### config.mk
export PLATFORM = sky130hd
export DESIGN_NAME = quad_decoder
export DESIGN_NICKNAME = d
export VERILOG_FILES = /design/src/rtl/quad_decoder.sv
export SDC_FILE = /design/constraint.sdc
export NUM_CORES = 1
export LEC_CHECK = 0
export CAP_MARGIN = 20
export CORE_MARGIN = 3
export CORE_UTILIZATION = 63
export CTS_CLUSTER_SIZE = 24
export DETAILED_ROUTE_END_ITERATION = 8
export DONT_BUFFER_PORTS = 1
export PLACE_DENSITY = 0.79
export SLEW_MARGIN = 20
export SYNTH_ARGS = -nofsm -noshare
export SYNTH_HDL_FRONTEND = slang
export SYNTH_SLANG_ARGS = --single-unit
### constraint.sdc
create_clock -name clk -period 3.61 [get_ports clk]
set_input_delay 0.722 -clock clk [delete_from_list [all_inputs] [get_ports clk]]
set_output_delay 0.722 -clock clk [all_outputs]
set_load 0.005 [all_outputs]
### src/rtl/quad_decoder.sv
// -----------------------------------------------------------------------------
// quad_decoder
//   x4 quadrature decoder for incremental-encoder A/B channels. The asynchronous
//   A/B inputs are synchronised, then each Gray-code phase transition is decoded
//   into an up or down step that updates a WIDTH-bit modulo position count.
//
//   Parameters
//     WIDTH        position counter width in bits
//     SYNC_STAGES  synchroniser flops per input channel (2..4)
//
//   Ports
//     clk     system clock, all state on rising edge
//     reset   asynchronous, active-high reset
//     enable  1 = steps update count; 0 = count holds, phase still tracked
//     clear   synchronous; zeroes count and clears err
//     a, b    encoder channels, asynchronous
//     idx     encoder index (Z), asynchronous (QUAD_INDEX_EN builds only)
//     count   position count
//     dir     direction of last valid step, 1 = up
//     step    one-cycle pulse per valid step (also while enable = 0)
//     err     sticky illegal-transition flag
//
//   Build option
//     QUAD_INDEX_EN  when defined, adds the idx port; a synchronised idx rising
//                    edge in RUN with enable = 1 defines position 0.
// -----------------------------------------------------------------------------
module quad_decoder #(
    parameter int WIDTH       = 16,
    parameter int SYNC_STAGES = 2
) (
    input  logic             clk,
    input  logic             reset,
    input  logic             enable,
    input  logic             clear,
    input  logic             a,
    input  logic             b,
`ifdef QUAD_INDEX_EN
    input  logic             idx,
`endif
    output logic [WIDTH-1:0] count,
    output logic             dir,
    output logic             step,
    output logic             err
);

    typedef enum logic {
        ST_INIT = 1'b0,
        ST_RUN  = 1'b1
    } state_t;

    // INIT lasts SYNC_STAGES+1 cycles: counter values 0..SYNC_STAGES
    localparam logic [2:0] INIT_LAST = 3'(SYNC_STAGES);

    logic [SYNC_STAGES-1:0] a_sync_r;
    logic [SYNC_STAGES-1:0] b_sync_r;
    logic [1:0]             ab_s;
    logic [1:0]             prev_ab_r;
    state_t                 state_r;
    state_t                 state_s;
    logic [2:0]             init_cnt_r;
    logic                   run_s;
    logic                   load_prev_s;
    logic                   step_s;
    logic                   up_s;
    logic                   illegal_s;
    logic                   idx_rise_s;
    logic [1:0]             pos_diff_s;
    logic [WIDTH-1:0]       count_r;
    logic                   dir_r;
    logic                   step_r;
    logic                   err_r;

    // Map Gray phase {a,b} onto a 2-bit position so the step direction is a
    // modulo-4 difference: 00->0, 01->1, 11->2, 10->3.
    function automatic logic [1:0] phase_pos(input logic [1:0] ab);
        return {ab[1], ab[1] ^ ab[0]};
    endfunction

    // Input synchronisers for A and B
    always_ff @(posedge clk or posedge reset) begin
        if (reset) begin
            a_sync_r <= {SYNC_STAGES{1'b0}};
            b_sync_r <= {SYNC_STAGES{1'b0}};
        end else begin
            a_sync_r <= {a_sync_r[SYNC_STAGES-2:0], a};
            b_sync_r <= {b_sync_r[SYNC_STAGES-2:0], b};
        end
    end

    assign ab_s = {a_sync_r[SYNC_STAGES-1], b_sync_r[SYNC_STAGES-1]};

    // FSM state register and INIT fill counter
    always_ff @(posedge clk or posedge reset) begin
        if (reset) begin
            state_r    <= ST_INIT;
            init_cnt_r <= 3'd0;
        end else begin
            state_r <= state_s;
            if (state_r == ST_INIT) begin
                init_cnt_r <= init_cnt_r + 3'd1;
            end else begin
                init_cnt_r <= 3'd0;
            end
        end
    end

    // FSM next-state logic
    always_comb begin
        state_s = state_r;
        case (state_r)
            ST_INIT: begin
                if (init_cnt_r == INIT_LAST) begin
                    state_s = ST_RUN;
                end else begin
                    state_s = ST_INIT;
                end
            end
            ST_RUN:  state_s = ST_RUN;
            default: state_s = ST_INIT;
        endcase
    end

    // FSM outputs: decode enable and previous-phase load
    always_comb begin
        run_s       = 1'b0;
        load_prev_s = 1'b0;
        case (state_r)
            ST_INIT: begin
                run_s       = 1'b0;
                load_prev_s = (init_cnt_r == INIT_LAST);
            end
            ST_RUN: begin
                run_s       = 1'b1;
                load_prev_s = 1'b1;
            end
            default: begin
                run_s       = 1'b0;
                load_prev_s = 1'b0;
            end
        endcase
    end

    // Previous synchronised phase, tracked regardless of enable
    always_ff @(posedge clk or posedge reset) begin
        if (reset) begin
            prev_ab_r <= 2'b00;
        end else if (load_prev_s) begin
            prev_ab_r <= ab_s;
        end else begin
            prev_ab_r <= prev_ab_r;
        end
    end

    assign pos_diff_s = phase_pos(ab_s) - phase_pos(prev_ab_r);

    // Transition decode: +1 = up, -1 = down, 2 = both bits changed
    always_comb begin
        step_s    = 1'b0;
        up_s      = 1'b0;
        illegal_s = 1'b0;
        if (run_s) begin
            case (pos_diff_s)
                2'd1: begin
                    step_s = 1'b1;
                    up_s   = 1'b1;
                end
                2'd3: begin
                    step_s = 1'b1;
                    up_s   = 1'b0;
                end
                2'd2:    illegal_s = 1'b1;
                default: step_s    = 1'b0;
            endcase
        end else begin
            step_s = 1'b0;
        end
    end

`ifdef QUAD_INDEX_EN
    logic [SYNC_STAGES-1:0] idx_sync_r;
    logic                   idx_prev_r;
    logic                   idx_s;

    // Index synchroniser and edge-detect history
    always_ff @(posedge clk or posedge reset) begin
        if (reset) begin
            idx_sync_r <= {SYNC_STAGES{1'b0}};
            idx_prev_r <= 1'b0;
        end else begin
            idx_sync_r <= {idx_sync_r[SYNC_STAGES-2:0], idx};
            idx_prev_r <= idx_s;
        end
    end

    assign idx_s      = idx_sync_r[SYNC_STAGES-1];
    assign idx_rise_s = idx_s & ~idx_prev_r & run_s;
`else
    assign idx_rise_s = 1'b0;
`endif

    // Position count: clear beats index, index defines 0 before the step
    always_ff @(posedge clk or posedge reset) begin
        if (reset) begin
            count_r <= {WIDTH{1'b0}};
        end else if (clear) begin
            count_r <= {WIDTH{1'b0}};
        end else if (idx_rise_s && enable) begin
            if (step_s) begin
                count_r <= up_s ? WIDTH'(1'b1) : {WIDTH{1'b1}};
            end else begin
                count_r <= {WIDTH{1'b0}};
            end
        end else if (step_s && enable) begin
            count_r <= up_s ? (count_r + WIDTH'(1'b1)) : (count_r - WIDTH'(1'b1));
        end else begin
            count_r <= count_r;
        end
    end

    // Step pulse, direction and sticky error flag
    always_ff @(posedge clk or posedge reset) begin
        if (reset) begin
            step_r <= 1'b0;
            dir_r  <= 1'b0;
            err_r  <= 1'b0;
        end else begin
            step_r <= step_s;
            if (step_s) begin
                dir_r <= up_s;
            end else begin
                dir_r <= dir_r;
            end
            if (clear) begin
                err_r <= 1'b0;
            end else if (illegal_s) begin
                err_r <= 1'b1;
            end else begin
                err_r <= err_r;
            end
        end
    end

    assign count = count_r;
    assign dir   = dir_r;
    assign step  = step_r;
    assign err   = err_r;

endmodule

==> results by group <==
Critical path
  • Startpoint Class: register
  • R2R cell count: 12
  • CP Cell Sequence: xnor2_1 > ha_1 > xnor2_2 > xnor2_2 > or3b_2 > ha_1 > a21oi_1 > o211a_1 > o21ai_1 > a41o_1 > mux2i_1 > mux2_1
  • Critical path buffer and inverter count: 0
  • Reg-to-reg slack, setup: 20 ps
  • Crit Path Max Fanout: 10
  • R2R Path End: count[15]
  • RR Startpoint: a_sync_r[1]
  • Critical Path RT: 3840 ps
  • CP top delay family: compound AO/OA/AOI/OAI gates
  • Setup CP Type: reg -> reg
  • Worst path max stage delay: 600 ps
  • CP Capture Type: register
  • Slowest-stage cell, CP: or3b_2
  • Critical Path AT: 3830 ps
  • Critical path depth: 12

Synthesis
  • Post-synth EDFFs: 0
  • Synth unique cells: 44
  • Sequential element share of the synthesized area: 39.1%
  • Synthesized area per cell: 9.53 um^2
  • Warnings, synthesis: 0
  • Syn_nets: 222
  • Mapped Cells: 195
  • Yosys reg bits: 29
  • Cell area after synthesis: 0.00186 mm^2
  • Top FF cell, synth: dfrtp_1
  • Ys async rst share: 100%

GRT
  • Largest net degree at the start of global routing: 30
  • Grt ovf: 0
  • Antenna violations before repair: 0
  • Vias in the first global route: 1482
  • First-pass GRT wire length: 6660 um
  • Gr usage total: 24.8%

CTS
  • Worst-Skew Late Latency: 340 ps
  • Clock transition at the registers of the reported paths: 100 ps
  • CTS Root Cell: clkbuf_4
  • Cts bufs inserted: 5
  • CTS max path bufs: 2
  • CTS tree: done
  • Number of H-tree levels: 2
  • Clock Sinks: 29

Placed design
  • Count of buffers from port buffering: 0
  • Dpl hpwl: 2760 um
  • Final GP Congestion: 0.887
  • DP Area: 0.00188 mm^2

Floorplanning
  • # rows: 19
  • # IOs: 25
  • Core area: 0.00278 mm^2
  • Die X: 60.3 um
  • Initial core utilization: 66.8%
  • Die area: 0.00364 mm^2
  • Die Y-Extent: 60.3 um

Final layout
  • Filler Cells Inserted: 199
  • Post-Layout Inst Area: 0.00203 mm^2
  • Nets: 227
  • Share of layout cells above drive strength 1: 10.4%
  • Syn-to-layout area delta: 9.23%
  • N_diodes: 0

Pwr
  • Leak pwr: 0.943 nW
  • Total Power: 1.54 mW
  • VDD IR max: 0.634 mV
  • Cell area power density: 761 mW/mm^2

STA
  • Period utilization: 99.6%
  • Count of final setup violators: 0
  • Fmax: 278 MHz
  • Final Hold Vio Count: 0
  • Final TNS setup: 0 ps
  • Relative slew slack: 54.7%
  • Final Max Tran Viols: 0
  • Final Skew: 5.62 ps
  • Worst slew pin tran: 678 ps
  • Final min period: 3590 ps
  • RSZ-0062 raised after global routing: yes

Run status
  • Status: complete, no violations

Route
  • Antenna-violating nets left: 0
  • DRT Pass-1 Iters: 4
  • DR WL/cell: 17.8 um
  • Via-per-instance ratio: 6.52
  • DRT Wirelength: 4120 um
  • # DRC: 0
  • DR iter-0 viols: 93
  • Vias: 1512

Flow run
  • Max-cap viol count: 0

Worst hold path
  • Worst Hold Class: in -> async
==> per-stage QoR <==
stage                     setup WS (ps)  hold slack (ps)  instances  utilization [%]
final                              16.2              326        232             73.0
after global routing               -134              352        232             73.0
after CTS                          17.3              362        229             70.8
after detailed placement           33.8              339        221             67.6
after global placement              174              336        221             67.6
after floorplan                     296              331        195                -
==> area by class of cell <==
cell class              instances  area, um^2  share of cell area (%)
repair buffers                  3        22.5                    1.11
multi-input cells             155        1130                    55.7
inverters                       6        22.5                    1.11
flip-flops and latches         29         726                    35.8
well taps                      31        38.8                    1.91
clock buffers                   6        51.3                    2.53
clock inverters                 2        37.5                    1.85
==> layout by cell type (no fill, tap or decap), types with 2 or more instances in the layout <==
cell / n
nor3_1: 2
a31oi_1: 3
xnor2_1: 9
nand3_1: 7
inv_1: 5
mux2_1: 3
o211ai_1: 3
a21o_1: 4
a21oi_1: 20
a211o_1: 2
o21ai_1: 2
and3_1: 2
a211oi_1: 2
nand2_1: 27
o21a_1: 4
xor2_1: 4
dfrtp_1: 29
or3_1: 2
o31ai_1: 2
clkbuf_4: 5
ha_1: 18
buf_4: 3
xnor2_2: 2
and2_1: 2
nor2_1: 10
nor2b_1: 2
==> registers in the layout, indices dropped and copies added, names as in the netlist <==
name	cells
init_cnt_r	3
b_sync_r	2
prev_ab_r	2
err	1
step	1
count	16
state_r	1
a_sync_r	2
dir	1
==> synthesized netlist by cell type, types with 2 or more instances <==
cell type / instances / area [um^2]
o31ai_1: 2 / 15.0
nand3_1: 7 / 35.0
ha_1: 20 / 250
and3_1: 2 / 12.5
or3_1: 2 / 12.5
a31oi_1: 3 / 18.8
a211oi_1: 3 / 22.5
inv_1: 6 / 22.5
clkbuf_1: 5 / 18.8
dfrtp_1: 29 / 726
o21a_1: 4 / 30.0
a21oi_1: 20 / 100
nor2b_1: 2 / 12.5
o211ai_1: 3 / 22.5
nand2_1: 27 / 101
xnor2_1: 11 / 96.3
nor3_1: 2 / 10.0
a21o_1: 4 / 30.0
a211o_1: 2 / 17.5
and2_1: 2 / 12.5
nor2_1: 10 / 37.5
mux2_1: 3 / 33.8
o21ai_1: 2 / 10.0
xor2_1: 4 / 35.0
==> worst max path at each step <==
stage	end	slack, ps	startpoint
after floorplan	count[15]	300	prev_ab_r[1]
after global placement	count[15]	170	prev_ab_r[1]
after detailed placement	count[15]	30	a_sync_r[1]
after CTS	count[15]	20	a_sync_r[1]
after global routing	count[15]	-130	prev_ab_r[1]
final	count[15]	20	a_sync_r[1]
==> kinds of logic after synthesis <==
family,Yosys count,share of synthesized area (%)
AO/OA/AOI/OAI,53,19.0
XOR/XNOR,15,7.07
adder cells (fa/ha/maj),21,14.5
buffers and inverters,12,2.49
flip-flops,29,39.1
multiplexers,4,2.36
AND/OR/NAND/NOR,61,15.5
==> repair_timing <==
item                                    in CTS  in global routing
resized for setup                            0                  7
hold buffers                                 0                  0
buffers inserted                             0                  2
endpoints found under the setup margin       0                  6
==> layer usage <==
| metal | share of wire (%) | track usage (%) | wire length, um | up-vias |
|---|---|---|---|---|
| li1 | - | - | - | 714 |
| met1 | 43 | 31.0 | 1780 | 725 |
| met2 | 47 | 39.2 | 1960 | 58 |
| met3 | 6.7 | 7.99 | 278 | 15 |
| met4 | 2.6 | 11.1 | 109 | 0 |
| met5 | 0 | 0 | 0 | - |
==> report_power, final <==
| part | total, mW | switching, mW | internal [mW] | leakage (nW) |
|---|---|---|---|---|
| Combinational | 0.798 | 0.445 | 0.352 | 0.527 |
| Sequential | 0.456 | 0.0721 | 0.384 | 0.372 |
| Clock | 0.289 | 0.125 | 0.164 | 0.0445 |
Power figures use the tool's default switching activity.
